<file path="config.mk">
export PLATFORM = sky130hd
export DESIGN_NAME = data_break_arbiter
export DESIGN_NICKNAME = d
export VERILOG_FILES = /design/src/rtl/data_break_arbiter.sv
export SDC_FILE = /design/constraint.sdc
export NUM_CORES = 1
export LEC_CHECK = 0
export CAP_MARGIN = 40
export CORE_ASPECT_RATIO = 0.6
export CORE_MARGIN = 10
export CORE_UTILIZATION = 40
export CTS_BUF_LIST = sky130_fd_sc_hd__clkbuf_8 sky130_fd_sc_hd__clkbuf_16
export CTS_CLUSTER_SIZE = 8
export DETAILED_ROUTE_END_ITERATION = 10
export PLACE_DENSITY = 0.79
export SYNTH_ARGS = -nofsm -noshare
export SYNTH_HDL_FRONTEND = slang
export SYNTH_SLANG_ARGS = --single-unit
</file>
<file path="constraint.sdc">
create_clock -name clk100 -period 3.2 [get_ports clk100]
set_clock_uncertainty 0.15 [all_clocks]
set_input_delay 0.32 -clock clk100 [delete_from_list [all_inputs] [get_ports clk100]]
set_output_delay 0.32 -clock clk100 [all_outputs]
set_load 0.1 [all_outputs]
</file>
<file path="src/rtl/data_break_arbiter.sv">
// Data-break (DMA) arbiter: picks one requesting device, waits for a CPU break
// slot, runs exactly one memory cycle for it, then returns a one-cycle ack.
module data_break_arbiter #(
  parameter int NREQ = 4,
  parameter int RR   = 0
) (
  input  logic                 clk100,
  input  logic                 reset,
  input  logic                 cleard,
  input  logic [NREQ-1:0]      breq,
  input  logic [NREQ-1:0]      bwrite,
  input  logic [0:15*NREQ-1]   baddr,
  input  logic [0:12*NREQ-1]   bwdata,
  output logic [NREQ-1:0]      bgrant,
  output logic [NREQ-1:0]      back,
  output logic [0:11]          brdata,
  output logic                 data_break,
  input  logic                 break_slot,
  output logic                 break_in_prog,
  output logic                 mem_req,
  output logic                 mem_we,
  output logic [0:14]          mem_addr,
  output logic [0:11]          mem_wdata,
  input  logic [0:11]          mem_rdata,
  input  logic                 mem_ack
);

  localparam int IW = (NREQ > 1) ? $clog2(NREQ) : 1;

  typedef enum logic [2:0] {IDLE, ARB, WAIT_SLOT, MEM, DONE} state_t;

  state_t          state, state_n;
  logic [IW-1:0]   win, last, arb_win, cur_win, scan;
  logic            arb_hit, in_break_n;
  logic [14:0]     lat_addr;
  logic [11:0]     lat_wdata;
  logic            lat_we;
  logic [14:0]     dev_addr  [NREQ];
  logic [11:0]     dev_wdata [NREQ];

  // Device i's fields sit at ascending bit offsets; bit 0 of each field is its MSB.
  for (genvar i = 0; i < NREQ; i++) begin : g_dev
    assign dev_addr[i]  = baddr[15*i +: 15];
    assign dev_wdata[i] = bwdata[12*i +: 12];
  end

  always_comb begin
    arb_win = '0;
    arb_hit = 1'b0;
    scan    = '0;
    for (int k = 0; k < NREQ; k++) begin
      scan = (RR != 0) ? IW'((int'(last) + 1 + k) % NREQ) : IW'(k);
      if (!arb_hit && breq[scan]) begin
        arb_hit = 1'b1;
        arb_win = scan;
      end
    end
  end

  assign cur_win = (state == ARB) ? arb_win : win;

  always_ff @(posedge clk100 or posedge reset) begin
    if (reset) state <= IDLE;
    else       state <= state_n;
  end

  always_comb begin
    state_n = state;
    case (state)
      IDLE:      if (|breq) state_n = ARB;
      ARB:       state_n = (cleard || !arb_hit) ? IDLE : WAIT_SLOT;
      WAIT_SLOT: begin
        if (cleard || !breq[win]) state_n = IDLE;
        else if (break_slot)      state_n = MEM;
      end
      MEM:       if (mem_ack) state_n = DONE;
      DONE:      state_n = IDLE;
      default:   state_n = IDLE;
    endcase
  end

  assign in_break_n = (state_n == WAIT_SLOT) || (state_n == MEM);

  // All outputs are registered from the next state so they never glitch.
  always_ff @(posedge clk100 or posedge reset) begin
    if (reset) begin
      win           <= '0;
      last          <= IW'(NREQ - 1);
      lat_addr      <= '0;
      lat_wdata     <= '0;
      lat_we        <= 1'b0;
      bgrant        <= '0;
      back          <= '0;
      brdata        <= '0;
      data_break    <= 1'b0;
      break_in_prog <= 1'b0;
      mem_req       <= 1'b0;
      mem_we        <= 1'b0;
      mem_addr      <= '0;
      mem_wdata     <= '0;
    end else begin
      if (state == ARB) begin
        win       <= arb_win;
        lat_addr  <= dev_addr[arb_win];
        lat_wdata <= dev_wdata[arb_win];
        lat_we    <= bwrite[arb_win];
      end
      if (state == DONE) last <= win;
      bgrant        <= in_break_n ? (NREQ'(1) << cur_win) : '0;
      data_break    <= in_break_n;
      back          <= (state_n == DONE) ? (NREQ'(1) << win) : '0;
      mem_req       <= (state_n == MEM);
      break_in_prog <= (state_n == MEM);
      mem_we        <= (state_n == MEM) && lat_we;
      mem_addr      <= (state_n == MEM) ? lat_addr  : '0;
      mem_wdata     <= (state_n == MEM) ? lat_wdata : '0;
      if (state == MEM && mem_ack && !lat_we) brdata <= mem_rdata;
    end
  end

endmodule

</file>
==> impl_metrics.tcl, run 1 <==
set metrics [dict create \
    status "completed" \
    cts_max_path_buffers 2 \
    crit_type "input pin to register" \
    row_count 29 \
    grt_pass1_wl_um 23780 \
    ys_warn_count 0 \
    synth_top_flop_cell "dfrtp_1" \
    reg2regPathDepth 4 \
    die-area_um2 15650 \
    yosysSeqAreaShare_pct 47.51 \
    worst_slew_pin_slew_ns 0.8472 \
    critPathCaptureType "register" \
    synthArstFlopShare_pct 100.0 \
    power.leakage_nw 3.173 \
    finalSetupTns_ns 0 \
    drive_gt1_share_pct 18.87 \
    syn_nets 540 \
    grt_overflow 0 \
    multi_input_area_um2 2022 \
    finalCritPeriodShare_pct 75.90 \
    max_cap_viol_count 0 \
    period_minus_slack_ns 2.429 \
    vias 3998 \
    boundaryPins 184 \
    drv_slew 0 \
    cts_tree "done" \
    nFillCells 795 \
    globalplace.congestion 0.7963 \
    core_area_um2 10630 \
    chipWidth_um 155.0 \
    track_usage_pct 19.12 \
    die_h_um 101.0 \
    cts_sinks 83 \
    drc 0 \
    hold_class "input pin to asynchronous set/reset pin" \
    rsz0062_at_grt "false" \
    syn2layout_area_growth_pct 65.97 \
    post_cts.repair.setup_buffers 0 \
    grt_max_degree 46 \
    drt-initial-drc-count 283 \
    hold_violations 0 \
    wirelength_um 15180 \
    clock-root-buffer "clkbuf_16" \
    setup_viol 0 \
    final_nets 748 \
    wl_per_cell_um 20.00 \
    cts_hold_buf 0 \
    syn_area_um2 4372 \
    regArea_um2 2077 \
    syn_inst 407 \
    cp-start-kind "input pin" \
    power_density_nw_per_um2 789.8 \
    start_util_pct 41.12 \
    viasPerCell 5.267 \
    dp_hpwl_um 11910 \
    cts_buffers 9 \
    dr.pass1.iters 5 \
    ir_worst_vdd_v 0.0004880 \
    htreeDepth 3 \
    finalPower_mw 5.731 \
    cts.repair.resized 0 \
    required_ns 3.23 \
    crit_fanout 15 \
    diodes 0 \
    synth_cell_types 49 \
    synth_edf_count 0 \
    slew_headroom_pct 43.52 \
    ys_ff_latch 83 \
    cp_data_arrival_time_ns 2.46 \
    rrSetupSlack_ns 0.80 \
    clk_pin_slew_ns 0.06 \
    insertion_delay_ns 0.33 \
    detail-route-antenna-nets 0 \
    antenna_found_initial 0 \
    grt_pass1_vias 4346 \
    max_freq_mhz 411.7 \
    syn_avg_cell_area_um2 10.74 \
    io_buffers 183 \
]
cell type report:
class / count / area share [%]
clock buffers: 10 / 3.294
clock inverters: 6 / 0.7760
inverters: 21 / 1.104
multi-input cells: 267 / 27.87
flip-flops and latches: 83 / 28.63
well taps: 139 / 2.397
repair buffers: 233 / 35.94
state kept, by name, indices dropped and copies added, names as in the netlist:
| signal | flops |
|---|---|
| lat_addr | 15 |
| mem_addr | 15 |
| brdata | 12 |
| lat_wdata | 12 |
| mem_wdata | 12 |
| back | 4 |
| bgrant | 4 |
| state | 3 |
| win | 2 |
| data_break | 1 |
| lat_we | 1 |
| mem_req | 1 |
| mem_we | 1 |
power by group:
group          total [mW]  switching, mW  internal (mW)
registers            1.57          0.194           1.38
logic                3.15           1.89           1.25
clock network        1.01          0.396          0.618
total                5.73           2.48           3.25
critical path, cell delays in order:
cell	delay [ns]
clkdlybuf4s50_1	0.60
or2_0	0.70
nor2_4	0.13
nand2_1	0.50
o211ai_1	0.20
final timing paths:
| path | from | endpoint |
|---|---|---|
| setup / recovery | breq[1] | lat_addr[4] |
| hold / removal | reset | lat_addr[14] |
| setup reg to reg | state[2] | bgrant[1] |
| hold reg to reg | lat_addr[2] | lat_addr[2] |
| max in group asynchronous | reset | lat_addr[13] |
| min in group clk100 | lat_addr[2] | lat_addr[2] |
routing by layer:
layer / wire length (um) / share of wire [%] / vias up / global-route usage, %
met5: 0 / 0 / - / 0
met2: 7501 / 49 / 184 / 32.66
li1: - / - / 1887 / -
met3: 1189 / 7.8 / 19 / 6.607
met1: 6259 / 41 / 1908 / 22.83
met4: 228 / 1.5 / 0 / 4.266
cells in the final DEF, fill, tap and decap left out, drive strengths merged, types with 4 or more instances in the layout:
cell	Yosys	routed
nor3	17	17
dfrtp	83	83
a21oi	24	24
o221ai	8	8
clkinv	0	4
a22oi	8	8
nand2b	11	11
mux2	12	12
clkbuf	11	10
mux2i	33	33
nor2	9	9
nor2b	29	29
nand4bb	5	5
a2111oi	15	15
o211ai	20	20
or4bb	10	10
nor4	10	10
buf	25	62
nand2	33	33
clkdlybuf4s50	0	171
inv	21	21
kinds of logic (layout without fill, tap and decap cells):
| group | Yosys count | after routing | synth area share, % |
|---|---|---|---|
| compound gates | 83 | 83 | 14.25 |
| buf+inv | 57 | 270 | 6.497 |
| flops | 83 | 83 | 47.51 |
| mux | 46 | 46 | 11.16 |
| simple gates | 138 | 138 | 20.58 |
metrics by stage:
stage               hold slack [ns]  instance area, um2  instances  util (%)  setup WS [ns]
global route                 0.2844                7256        759     68.25         0.5990
detailed placement           0.3269                6960        743     65.47         0.4208
finish                       0.2412                7256        759     68.25         0.7712
floorplan                    0.3047                4372        407         -         0.5932
CTS                          0.2591                7256        759     68.25         0.7671
global placement             0.3217                6250        704     58.79         0.5287
synthesized netlist by cell type (4+ instances only):
library cell	count	share of area, %
dfrtp_1	83	48
mux2i_1	33	7.6
nand2_1	33	2.8
a21oi_1	23	2.6
inv_1	21	1.8
nor2b_2	20	4.0
o211ai_1	20	3.4
nor3_1	16	1.8
a2111oi_0	15	3.0
buf_2	14	1.6
clkbuf_1	11	0.94
nand2b_1	11	1.6
nor4_1	10	1.4
or4bb_1	10	2.6
nor2b_1	9	1.3
a22oi_1	8	1.4
o221ai_1	8	1.6
mux2_2	7	1.8
nor2_1	7	0.60
buf_6	5	1.3
mux2_1	5	1.3
nand4bb_1	5	1.3
buf_4	4	0.69
(Power assumes the default switching activity.)
==> run 2, diff against run 1 <==
--- a/config.mk
+++ b/config.mk
@@ -8,11 +8,11 @@
 export CAP_MARGIN = 40
 export CORE_ASPECT_RATIO = 0.6
 export CORE_MARGIN = 10
-export CORE_UTILIZATION = 40
+export CORE_UTILIZATION = 39
 export CTS_BUF_LIST = sky130_fd_sc_hd__clkbuf_8 sky130_fd_sc_hd__clkbuf_16
 export CTS_CLUSTER_SIZE = 8
 export DETAILED_ROUTE_END_ITERATION = 10
-export PLACE_DENSITY = 0.79
+export PLACE_DENSITY = 0.8
 export SYNTH_ARGS = -nofsm -noshare
 export SYNTH_HDL_FRONTEND = slang
 export SYNTH_SLANG_ARGS = --single-unit
==> constraint.sdc (replaced) <==
create_clock -name clk100 -period 2.2 [get_ports clk100]
set_clock_uncertainty 0.15 [all_clocks]
set_input_delay 0.22 -clock clk100 [delete_from_list [all_inputs] [get_ports clk100]]
set_output_delay 0.22 -clock clk100 [all_outputs]
set_load 0.1 [all_outputs]
==> run 2 against run 1 <==
- wire length shrank 5.9%
- clock power increased by 55%
- highest routed layer unchanged
- critical path depth grew 1
- via count shrank 3.2%
- sequential power up 45%
- final cell count down 4.0%
- die area grew 2.1%
- design area fell by 9.4%
- core utilization shrank 7.0 points
- register-to-register slack worse by 0.59 ns
- combinational power increased by 25%
- clock-buffer cell count decreased by 1
==> impl_metrics.tcl, run 2 (synthesis gave the netlist of run 1 again) <==
set metrics [dict create \
    row_count 29 \
    chipWidth_um 156.7 \
    nFillCells 866 \
    syn2layout_area_growth_pct 50.37 \
    cts_buffers 9 \
    rsz0062_at_grt "false" \
    die-area_um2 15980 \
    max_cap_viol_count 0 \
    diodes 0 \
    cp-start-kind "register" \
    crit_fanout 43 \
    grt_pass1_wl_um 22390 \
    finalSetupTns_ns 0 \
    r2r-end "brdata[3]" \
    placed_cells 713 \
    post_cts.repair.setup_buffers 0 \
    drt-initial-drc-count 234 \
    layout_commonest_cell "clkdlybuf4s50_1" \
    clock-root-buffer "clkbuf_16" \
    dp_hpwl_um 11090 \
    drc 0 \
    power_density_nw_per_um2 1181 \
    cp_data_arrival_time_ns 2.06 \
    insertion_delay_ns 0.34 \
    period_minus_slack_ns 1.994 \
    cts_hold_buf 0 \
    worst_slew_pin_slew_ns 0.5597 \
    final_nets 718 \
    fin_hold_ws_ns 0.2227 \
    layout_common_cells "clkdlybuf4s50_1 (132), dfrtp_1 (83), buf_4 (66)" \
    rr_startpoint "state[1]" \
    wirelength_um 14280 \
    slew_headroom_pct 62.68 \
    max_freq_mhz 501.5 \
    clk_pin_slew_ns 0.06 \
    rrSetupSlack_ns 0.21 \
    grt_max_degree 84 \
    reg2regPathDepth 6 \
    grt_pass1_vias 4199 \
    pre_cts_slack_ns -0.05696 \
    boundaryPins 184 \
    vias 3871 \
    hold_class "input pin to asynchronous set/reset pin" \
    hold_violations 0 \
    die_h_um 102.0 \
    ir_worst_vdd_v 0.0007987 \
    grt_overflow 0 \
    crit_type "register to register" \
    cts_tree "done" \
    core_area_um2 10740 \
    htreeDepth 3 \
    wl_per_cell_um 19.58 \
    cts_sinks 83 \
    finalWorstSetupSlack_ns 0.2062 \
    status "completed" \
    setup_viol 0 \
    antenna_found_initial 0 \
    drv_slew 0 \
    drive_gt1_share_pct 21.19 \
    start_util_pct 40.70 \
    io_buffers 183 \
    reg_top3 "lat_addr: 15 flops, mem_addr: 15 flops" \
    track_usage_pct 17.83 \
    required_ns 2.27 \
    viasPerCell 5.310 \
    detail-route-antenna-nets 0 \
    stdcell_count 729 \
    globalplace.congestion 0.8065 \
    critPathCaptureType "register" \
    dr.pass1.iters 4 \
    finalCritPeriodShare_pct 90.63 \
    power.leakage_nw 2.978 \
    cts_max_path_buffers 2 \
]
-- run 2: layout make-up --
class                           instances  area [um2]  share of cell area (%)
Multi-Input combinational cell        267        2022                   30.76
Inverter                               21       82.58                   1.256
Sequential cell                        83        2077                   31.59
Clock inverter                          7       85.08                   1.294
Clock buffer                            9       225.2                   3.426
Timing Repair Buffer                  203        1908                   29.03
Tap cell                              139       173.9                   2.646
-- run 2: power by group --
part	total [mW]	leakage, nW	switching, mW	internal (mW)
sequential	2.27	1.09	0.264	2.00
combinational	3.93	1.73	2.63	1.30
clock	1.57	0.158	0.586	0.981
-- run 2: timing repair --
action / CTS / global route
resized for setup: 0 / 1
setup endpoints to repair: 0 / 4
hold endpoints to repair: 0 / 0
-- run 2: through the flow --
step	util (%)	power, mW	instance area (um2)
after floorplan	-	5.169	4375
after global placement	58.28	6.109	6260
after detailed placement	58.28	6.230	6260
after CTS	61.17	7.816	6570
after global routing	61.21	8.182	6574
final	61.21	7.761	6574
-- run 2: worst max-delay path by stage --
stage	startpoint	end	slack, ns	cells past startpoint
after floorplan	state[2]	brdata[1]	0.44	5
after global placement	breq[2]	bgrant[2]	0.07	5
after detailed placement	breq[2]	bgrant[2]	-0.06	5
after CTS	state[1]	brdata[3]	0.12	6
after global routing	state[1]	brdata[3]	0.08	6
final	state[1]	brdata[3]	0.21	6
-- run 2: metal layers --
| layer | vias to the layer above | share of wire [%] | global-route usage, % |
|---|---|---|---|
| li1 | 1829 | - | - |
| met4 | 0 | 0.79 | 4.404 |
| met5 | - | 0 | 0 |
| met2 | 163 | 48 | 29.19 |
| met3 | 8 | 9.2 | 7.005 |
| met1 | 1871 | 42 | 21.81 |
-- run 2: critical path, cell delays in order, from the launching register on --
cell and delay, ns:
dfrtp_1 0.36, buf_6 0.26, and2b_1 0.22, nand3_1 0.17, nor2_1 0.13, buf_4 0.21, mux2_2 0.36
